[config.mk]
export PLATFORM = sky130hd
export DESIGN_NAME = control_unit
export DESIGN_NICKNAME = d
export VERILOG_FILES = /design/src/rtl/control_unit.sv
export SDC_FILE = /design/constraint.sdc
export NUM_CORES = 1
export LEC_CHECK = 0
export ABC_AREA = 1
export ABC_CLOCK_PERIOD_IN_PS = 3490
export CAP_MARGIN = 5
export CORE_AREA = 4 4 41 43
export DETAILED_ROUTE_END_ITERATION = 10
export DIE_AREA = 0 0 45 47
export GPL_ROUTABILITY_DRIVEN = 0
export HOLD_SLACK_MARGIN = 0.08
export PLACE_DENSITY_LB_ADDON = 0.1
export SKIP_CTS_REPAIR_TIMING = 1
export SLEW_MARGIN = 20
export SYNTH_ARGS = -nofsm -noshare
export SYNTH_HDL_FRONTEND = slang
export SYNTH_SLANG_ARGS = --single-unit
export TNS_END_PERCENT = 5
[constraint.sdc]
create_clock -name clk -period 3.49 [get_ports clk]
set_input_delay 0.349 -clock clk [delete_from_list [all_inputs] [get_ports clk]]
set_output_delay 0.349 -clock clk [all_outputs]
set_load 0.01 [all_outputs]
[src/rtl/control_unit.sv]
// Fetch/decode/execute sequencer for the 8-bit processing unit.
// Drives every register load, bus mux select and the memory write strobe.
module control_unit #(
  parameter int word_size  = 8,
  parameter int op_size    = 4,
  parameter int state_size = 4,
  parameter int Sel1_size  = 3,
  parameter int Sel2_size  = 2
) (
  input  logic                 clk,
  input  logic                 rst,
  input  logic [word_size-1:0] instruction,
  input  logic                 zero,
  output logic                 Load_R0,
  output logic                 Load_R1,
  output logic                 Load_R2,
  output logic                 Load_R3,
  output logic                 Load_PC,
  output logic                 Inc_PC,
  output logic [Sel1_size-1:0] Sel_Bus_1_Mux,
  output logic [Sel2_size-1:0] Sel_Bus_2_Mux,
  output logic                 Load_IR,
  output logic                 Load_Add_R,
  output logic                 Load_Reg_Y,
  output logic                 Load_Reg_Z,
  output logic                 write,
  output logic                 halted
);

  typedef enum logic [state_size-1:0] {
    S_idle, S_fet1, S_fet2, S_dec,
    S_ex1,  S_rd1,  S_rd2,  S_wr1,
    S_wr2,  S_br1,  S_br2,  S_halt
  } state_t;

  localparam logic [op_size-1:0] OP_NOP = 0;
  localparam logic [op_size-1:0] OP_ADD = 1;
  localparam logic [op_size-1:0] OP_SUB = 2;
  localparam logic [op_size-1:0] OP_AND = 3;
  localparam logic [op_size-1:0] OP_NOT = 4;
  localparam logic [op_size-1:0] OP_RD  = 5;
  localparam logic [op_size-1:0] OP_WR  = 6;
  localparam logic [op_size-1:0] OP_BR  = 7;
  localparam logic [op_size-1:0] OP_BRZ = 8;

  localparam logic [Sel1_size-1:0] SEL1_PC  = Sel1_size'(4);
  localparam logic [Sel2_size-1:0] SEL2_ALU = Sel2_size'(0);
  localparam logic [Sel2_size-1:0] SEL2_B1  = Sel2_size'(1);
  localparam logic [Sel2_size-1:0] SEL2_MEM = Sel2_size'(2);

  state_t state_q, state_d;

  logic [op_size-1:0]   opcode;
  logic [Sel1_size-1:0] sel_src, sel_dest;
  logic [3:0]           dest_ld, ld_r;

  assign opcode   = instruction[word_size-1 -: op_size];
  assign sel_src  = Sel1_size'(instruction[3:2]);
  assign sel_dest = Sel1_size'(instruction[1:0]);
  assign dest_ld  = 4'b0001 << instruction[1:0];

  assign Load_R0 = ld_r[0];
  assign Load_R1 = ld_r[1];
  assign Load_R2 = ld_r[2];
  assign Load_R3 = ld_r[3];

  always_ff @(posedge clk or negedge rst) begin
    if (!rst) state_q <= S_idle;
    else      state_q <= state_d;
  end

  always_comb begin
    state_d       = state_q;
    ld_r          = '0;
    Load_PC       = 1'b0;
    Inc_PC        = 1'b0;
    Sel_Bus_1_Mux = '0;
    Sel_Bus_2_Mux = '0;
    Load_IR       = 1'b0;
    Load_Add_R    = 1'b0;
    Load_Reg_Y    = 1'b0;
    Load_Reg_Z    = 1'b0;
    write         = 1'b0;
    halted        = 1'b0;
    case (state_q)
      S_idle: state_d = S_fet1;
      S_fet1: begin
        Sel_Bus_1_Mux = SEL1_PC;
        Sel_Bus_2_Mux = SEL2_B1;
        Load_Add_R    = 1'b1;
        Inc_PC        = 1'b1;
        state_d       = S_fet2;
      end
      S_fet2: begin
        Sel_Bus_2_Mux = SEL2_MEM;
        Load_IR       = 1'b1;
        state_d       = S_dec;
      end
      S_dec: begin
        case (opcode)
          OP_NOP: state_d = S_fet1;
          OP_ADD, OP_SUB, OP_AND: begin
            Sel_Bus_1_Mux = sel_src;
            Sel_Bus_2_Mux = SEL2_B1;
            Load_Reg_Y    = 1'b1;
            state_d       = S_ex1;
          end
          OP_NOT: begin
            Sel_Bus_1_Mux = sel_src;
            Sel_Bus_2_Mux = SEL2_ALU;
            Load_Reg_Z    = 1'b1;
            ld_r          = dest_ld;
            state_d       = S_fet1;
          end
          OP_RD, OP_WR, OP_BR, OP_BRZ: begin
            // Untaken BRZ only steps the PC past its address word
            if (opcode == OP_BRZ && !zero) begin
              Inc_PC  = 1'b1;
              state_d = S_fet1;
            end else begin
              Sel_Bus_1_Mux = SEL1_PC;
              Sel_Bus_2_Mux = SEL2_B1;
              Load_Add_R    = 1'b1;
              state_d       = (opcode == OP_RD) ? S_rd1 :
                              (opcode == OP_WR) ? S_wr1 : S_br1;
            end
          end
          default: state_d = S_halt;
        endcase
      end
      S_ex1: begin
        Sel_Bus_1_Mux = sel_dest;
        Sel_Bus_2_Mux = SEL2_ALU;
        Load_Reg_Z    = 1'b1;
        ld_r          = dest_ld;
        state_d       = S_fet1;
      end
      S_rd1, S_wr1: begin
        Sel_Bus_2_Mux = SEL2_MEM;
        Load_Add_R    = 1'b1;
        Inc_PC        = 1'b1;
        state_d       = (state_q == S_rd1) ? S_rd2 : S_wr2;
      end
      S_rd2: begin
        Sel_Bus_2_Mux = SEL2_MEM;
        ld_r          = dest_ld;
        state_d       = S_fet1;
      end
      S_wr2: begin
        Sel_Bus_1_Mux = sel_src;
        write         = 1'b1;
        state_d       = S_fet1;
      end
      S_br1: begin
        Sel_Bus_2_Mux = SEL2_MEM;
        Load_Add_R    = 1'b1;
        state_d       = S_br2;
      end
      S_br2: begin
        Sel_Bus_2_Mux = SEL2_MEM;
        Load_PC       = 1'b1;
        state_d       = S_fet1;
      end
      S_halt: begin
        halted  = 1'b1;
        state_d = S_halt;
      end
      default: state_d = S_halt;
    endcase
  end

endmodule
==> results.yml, run 1 <==
placed_design:
  hpwl_um: 1210
  io_buffers: 27
  dpl_cell_area_sq_um: 812
  dp.cells: 141
critical_path:
  rr_endpoint: "state_q[1]"
  crit_type: "flip-flop to output port"
  path_max_fanout: 10
  r2r_setup_slack_ns: 2.20
  worstPathRequired_ns: 3.14
  crit_arrival_ns: 2.04
  r2r.worst_path.cells: 6
  start_kind: "flip-flop"
  worstSetupEndpointType: "output port"
  r2r-start: "state_q[0]"
timing:
  min_period_ns: 2.39
  holdWs_ns: 0.309
  slew_headroom: 0.773
  skew_ns: 0.000525
  post-route-period-util: 0.684
  rsz0062_at_grt: "false"
  fin_tns_setup_ns: 0
  finalSetupViolations: 0
  drv_slew: 0
  hold_viol: 0
  worst_pin_slew_ns: 0.341
  max_freq_ghz: 0.419
global_route:
  grt_max_degree: 11
  grt_pass1_vias: 606
  antenna_found_initial: 0
  grt-ovfl-total: 0
  grt_pass1_wl_um: 2260
  globalRouteTotalUtil: 0.145
yosys:
  ys_seq_area_frac: 0.189
  ys_seq_elements: 4
  ys_warn_count: 0
  synth_fp_nets: 111
  synth.cell_area_sq_um: 531
  postSynthAreaPerCell_sq_um: 5.31
  synth_top_area_frac: 0.191
  yosysTopAreaCell: "nand2_1"
  netlist_instances: 100
  synthTopCellsByArea: "nand2_1, dfrtp_1, inv_1"
  synthDistinctLibCells: 15
floorplan:
  rows: 13
  die_h_um: 47
  dieArea_sq_mm: 0.00212
  io_pins: 28
  core_area_sq_mm: 0.00130
  start_util: 0.408
  dieWidth_um: 45
routing:
  dr.pass1.iters: 4
  vias: 694
  drt-vias-per-instance: 4.82
  wl_um: 1440
  drt_iter0_drc: 20
  final_antenna_net_count: 0
  post_drt_wl_per_cell_um: 10.0
  drc: 0
layout:
  top_register: "state_q"
  n_antenna_cell: 0
  drive_gt1_frac: 0.0853
  largest_reg_flops: 4
  fillers: 136
  reg_top3: "state_q x4"
  finalNonFillerCells: 144
  final_cell_mix: "nand2_1, clkdlybuf4s50_1, inv_1, nor2_1, nand3_1"
  nNetsFinal: 142
  final_area_sq_um: 835
  area_growth_pct: 57.3
hold_path:
  min_path_type: "input port to asynchronous set/reset pin"
job:
  max-cap-violations: 0
outcome:
  status: "finished, final reports clean"
power_and_ir_drop:
  ir_drop_mv: 0.294
  p_total_w: 0.000573
  p_leak_nw: 0.442
  power.density_mw_per_mm2: 686
clock_tree:
  cts.sinks: 4
  cts_root_buf: "clkbuf_4"
  htree_levels: 1
  clock_path_buffers: 2
  clk_latency_ns: 0.24
  clk_pin_slew_worst_paths_ns: 0.04
  cts_tree: "done"
  cts_buffers: 3
-- cells by family after synthesis --
group,Yosys count,synth area share
simple gates,64,0.542
compound gates,10,0.106
buf+inv,22,0.163
flops,4,0.189
-- metal layers --
metal	wire (um)	vias up	GRT usage
li1	-	367	-
met1	625	299	0.169
met2	699	24	0.237
met3	90	4	0.0498
met4	25	0	0.0702
met5	0	-	0
-- critical path, stage by stage, from the launching register on --
cell and delay, ns:
dfrtp_1 0.53, nand2_2 0.18, nor2_8 0.20, nand2_2 0.09
o21ai_2 0.09, nand2_2 0.07, nor2_1 0.10, clkdlybuf4s50_1 0.54
-- cells in the mapped netlist --
cell / n
nor2_1: 18
nand4_1: 3
o211ai_1: 1
nand3_1: 9
dfrtp_1: 4
o21ai_0: 5
nor2_8: 1
nor3_1: 2
inv_1: 19
nand2_1: 27
nand2_2: 4
buf_4: 1
inv_2: 2
a21oi_1: 3
o21ai_2: 1
-- power by group --
group          internal, W  total (W)  switching [W]
clock            0.0000385  0.0000577      0.0000192
combinational     0.000193   0.000409       0.000216
sequential       0.0000674   0.000106      0.0000381
-- how the worst max path moves through the flow --
stage / startpoint / end / slack, ns
after floorplan: state_q[3] / Load_R0 / 1.98
after global placement: instruction[4] / Load_R1 / 1.17
after detailed placement: instruction[4] / Load_R3 / 1.15
after CTS: state_q[0] / Load_R3 / 1.08
after global routing: state_q[0] / Sel_Bus_1_Mux[0] / 0.98
final: state_q[0] / Load_R3 / 1.10
-- stage by stage --
| step | setup WS (ns) | util |
|---|---|---|
| 2_1_floorplan | 1.98 | - |
| 3_3_place_gp | 1.17 | 0.624 |
| 3_5_place_dp | 1.15 | 0.624 |
| 4_1_cts | 1.08 | 0.641 |
| 5_1_grt | 0.980 | 0.641 |
| 6_report | 1.10 | 0.641 |
-- area by class of cell --
class	instances	area, sq um	area share
clock buffers	3	22.5	0.0270
flip-flops and latches	4	100	0.120
multi-input cells	74	344	0.412
inverters	21	78.8	0.0945
repair buffers	27	270	0.324
well taps	15	18.8	0.0225
Power figures use the tool's default switching activity.
==> run 2: changes to the inputs <==
--- a/config.mk
+++ b/config.mk
@@ -6,11 +6,11 @@
 export NUM_CORES = 1
 export LEC_CHECK = 0
 export ABC_AREA = 1
-export ABC_CLOCK_PERIOD_IN_PS = 3490
+export ABC_CLOCK_PERIOD_IN_PS = 2200
 export CAP_MARGIN = 5
-export CORE_AREA = 4 4 41 43
+export CORE_MARGIN = 4
+export CORE_UTILIZATION = 38
 export DETAILED_ROUTE_END_ITERATION = 10
-export DIE_AREA = 0 0 45 47
 export GPL_ROUTABILITY_DRIVEN = 0
 export HOLD_SLACK_MARGIN = 0.08
 export PLACE_DENSITY_LB_ADDON = 0.1
==> constraint.sdc (replaced) <==
create_clock -name clk -period 2.2 [get_ports clk]
set_input_delay 0.22 -clock clk [delete_from_list [all_inputs] [get_ports clk]]
set_output_delay 0.22 -clock clk [all_outputs]
set_load 0.01 [all_outputs]
==> results.yml, run 2 (synthesized netlist as in run 1, its figures left out) <==
layout:
  fillers: 131
  largest_reg_flops: 4
  n_antenna_cell: 0
  drive_gt1_frac: 0.123
  top_register: "state_q"
  reg_top3: "state_q x4"
  area_growth_pct: 60.8
  nNetsFinal: 143
  finalNonFillerCells: 145
  layout_commonest_cell: "nand2_1"
  final_cell_mix: "nand2_1, clkdlybuf4s50_1, inv_1, nor2_1, nand3_1"
power_and_ir_drop:
  ir_drop_mv: 0.409
  power.density_mw_per_mm2: 1100
  p_leak_nw: 0.482
job:
  max-cap-violations: 0
global_route:
  grt_max_degree: 10
  antenna_found_initial: 0
  globalRouteTotalUtil: 0.166
  grt-ovfl-total: 0
  grt_pass1_wl_um: 2450
  grt_pass1_vias: 630
timing:
  rsz0062_at_grt: "true"
  slew_headroom: 0.849
  min_period_ns: 2.16
  drv_slew: 0
  post-route-period-util: 0.983
  hold_viol: 0
  worst_pin_slew_ns: 0.225
  finalSetupViolations: 0
  max_freq_ghz: 0.463
  skew_ns: 0.00750
  fin_tns_setup_ns: 0
critical_path:
  crit_arrival_ns: 1.94
  crit_top_cell: "nand2_2"
  critPathSlowestCell: "clkdlybuf4s50_1"
  cpPeakStageDelay_ns: 0.54
  r2r_setup_slack_ns: 1.03
  crit_chain: "inv_2 > nand2_2 > nor2_8 > nand2_2 > o21ai_2 > nand2_2 > nor2_1 > clkdlybuf4s50_1"
  crit_family: "buffers and inverters"
  crit_type: "flip-flop to output port"
  start_kind: "flip-flop"
  worstSetupEndpointType: "output port"
  critPathBufInv: 2
  worstPathRequired_ns: 1.98
  path_max_fanout: 8
clock_tree:
  clock_path_buffers: 2
  cts_root_buf: "clkbuf_4"
  clk_pin_slew_worst_paths_ns: 0.04
  cts_tree: "done"
  cts.sinks: 4
  cts_buffers: 3
  htree_levels: 1
  clk_latency_ns: 0.25
floorplan:
  start_util: 0.408
  dieWidth_um: 45.4
  dieArea_sq_mm: 0.00206
  io_pins: 28
  die_h_um: 45.4
  rows: 13
  core_area_sq_mm: 0.00130
placed_design:
  hpwl_um: 1280
  dp.cells: 142
  io_buffers: 27
routing:
  vias: 720
  drt-vias-per-instance: 4.97
  drt_iter0_drc: 16
  post_drt_wl_per_cell_um: 10.6
  wl_um: 1540
  drc: 0
  dr.pass1.iters: 4
  final_antenna_net_count: 0
hold_path:
  min_path_type: "input port to asynchronous set/reset pin"
outcome:
  status: "finished, final reports clean"
[run 2: changes by cell type in the layout (fill, tap and decap cells not counted)]
cell             before  now
buf_4                 0    1
clkdlybuf4s50_1      27   25
dfrtp_1               4    3
dfrtp_2               0    1
dlymetal6s2s_1        0    2
inv_1                19   18
inv_2                 2    3
nand2_1              27   26
nand2_2               4    5
nor2_1               18   17
nor2_2                0    1
[run 2: worst reg2reg max path: stages (launching register included)]
cell     delay, ns
dfrtp_1       0.38
buf_4         0.17
inv_1         0.05
nor2_1        0.06
o21ai_0       0.16
nand2_1       0.08
nor2_1        0.10
nand2_1       0.05
[run 2: worst paths after layout]
kind,from,endpoint,cells past startpoint
max,state_q[2],Load_R3,8
min,rst,state_q[0],1
max reg2reg,state_q[0],state_q[3],7
min reg2reg,state_q[1],state_q[0],2
max in group asynchronous,rst,state_q[1],1
min in group clk,state_q[1],state_q[0],2
[run 2: per-stage QoR]
step,utilization,worst slack (ns),hold WS (ns),cell area [sq um],total power [W]
global route,0.656,-0.0930,0.187,853,0.00102
floorplan,-,0.819,-0.0756,531,0.000543
CTS,0.647,-0.0733,0.171,842,0.000936
detailed placement,0.630,0.0898,0.433,820,0.000836
global placement,0.630,0.133,0.425,820,0.000831
finish,0.656,0.0379,0.166,853,0.000937
[run 2: layer usage]
| metal | GRT usage | share of wire |
|---|---|---|
| met1 | 0.184 | 0.40 |
| met2 | 0.288 | 0.51 |
| met3 | 0.0398 | 0.048 |
| met4 | 0.0877 | 0.034 |
| met5 | 0 | 0 |
[run 2: area by class of cell]
class	instances	area (sq um)	area share
tap	15	18.8	0.0220
inverter	21	78.8	0.0924
sequential	4	101	0.119
clock buffer	3	22.5	0.0264
timing repair buffer	28	283	0.331
multi-input combinational	74	349	0.409
[run 2: power breakdown]
part	switching (W)	leakage (nW)	internal (W)	total (W)
Clock	0.0000374	0.0138	0.0000615	0.0000990
Combinational	0.000371	0.419	0.000319	0.000690
Sequential	0.0000387	0.0485	0.000109	0.000148
Total	0.000447	0.482	0.000490	0.000937
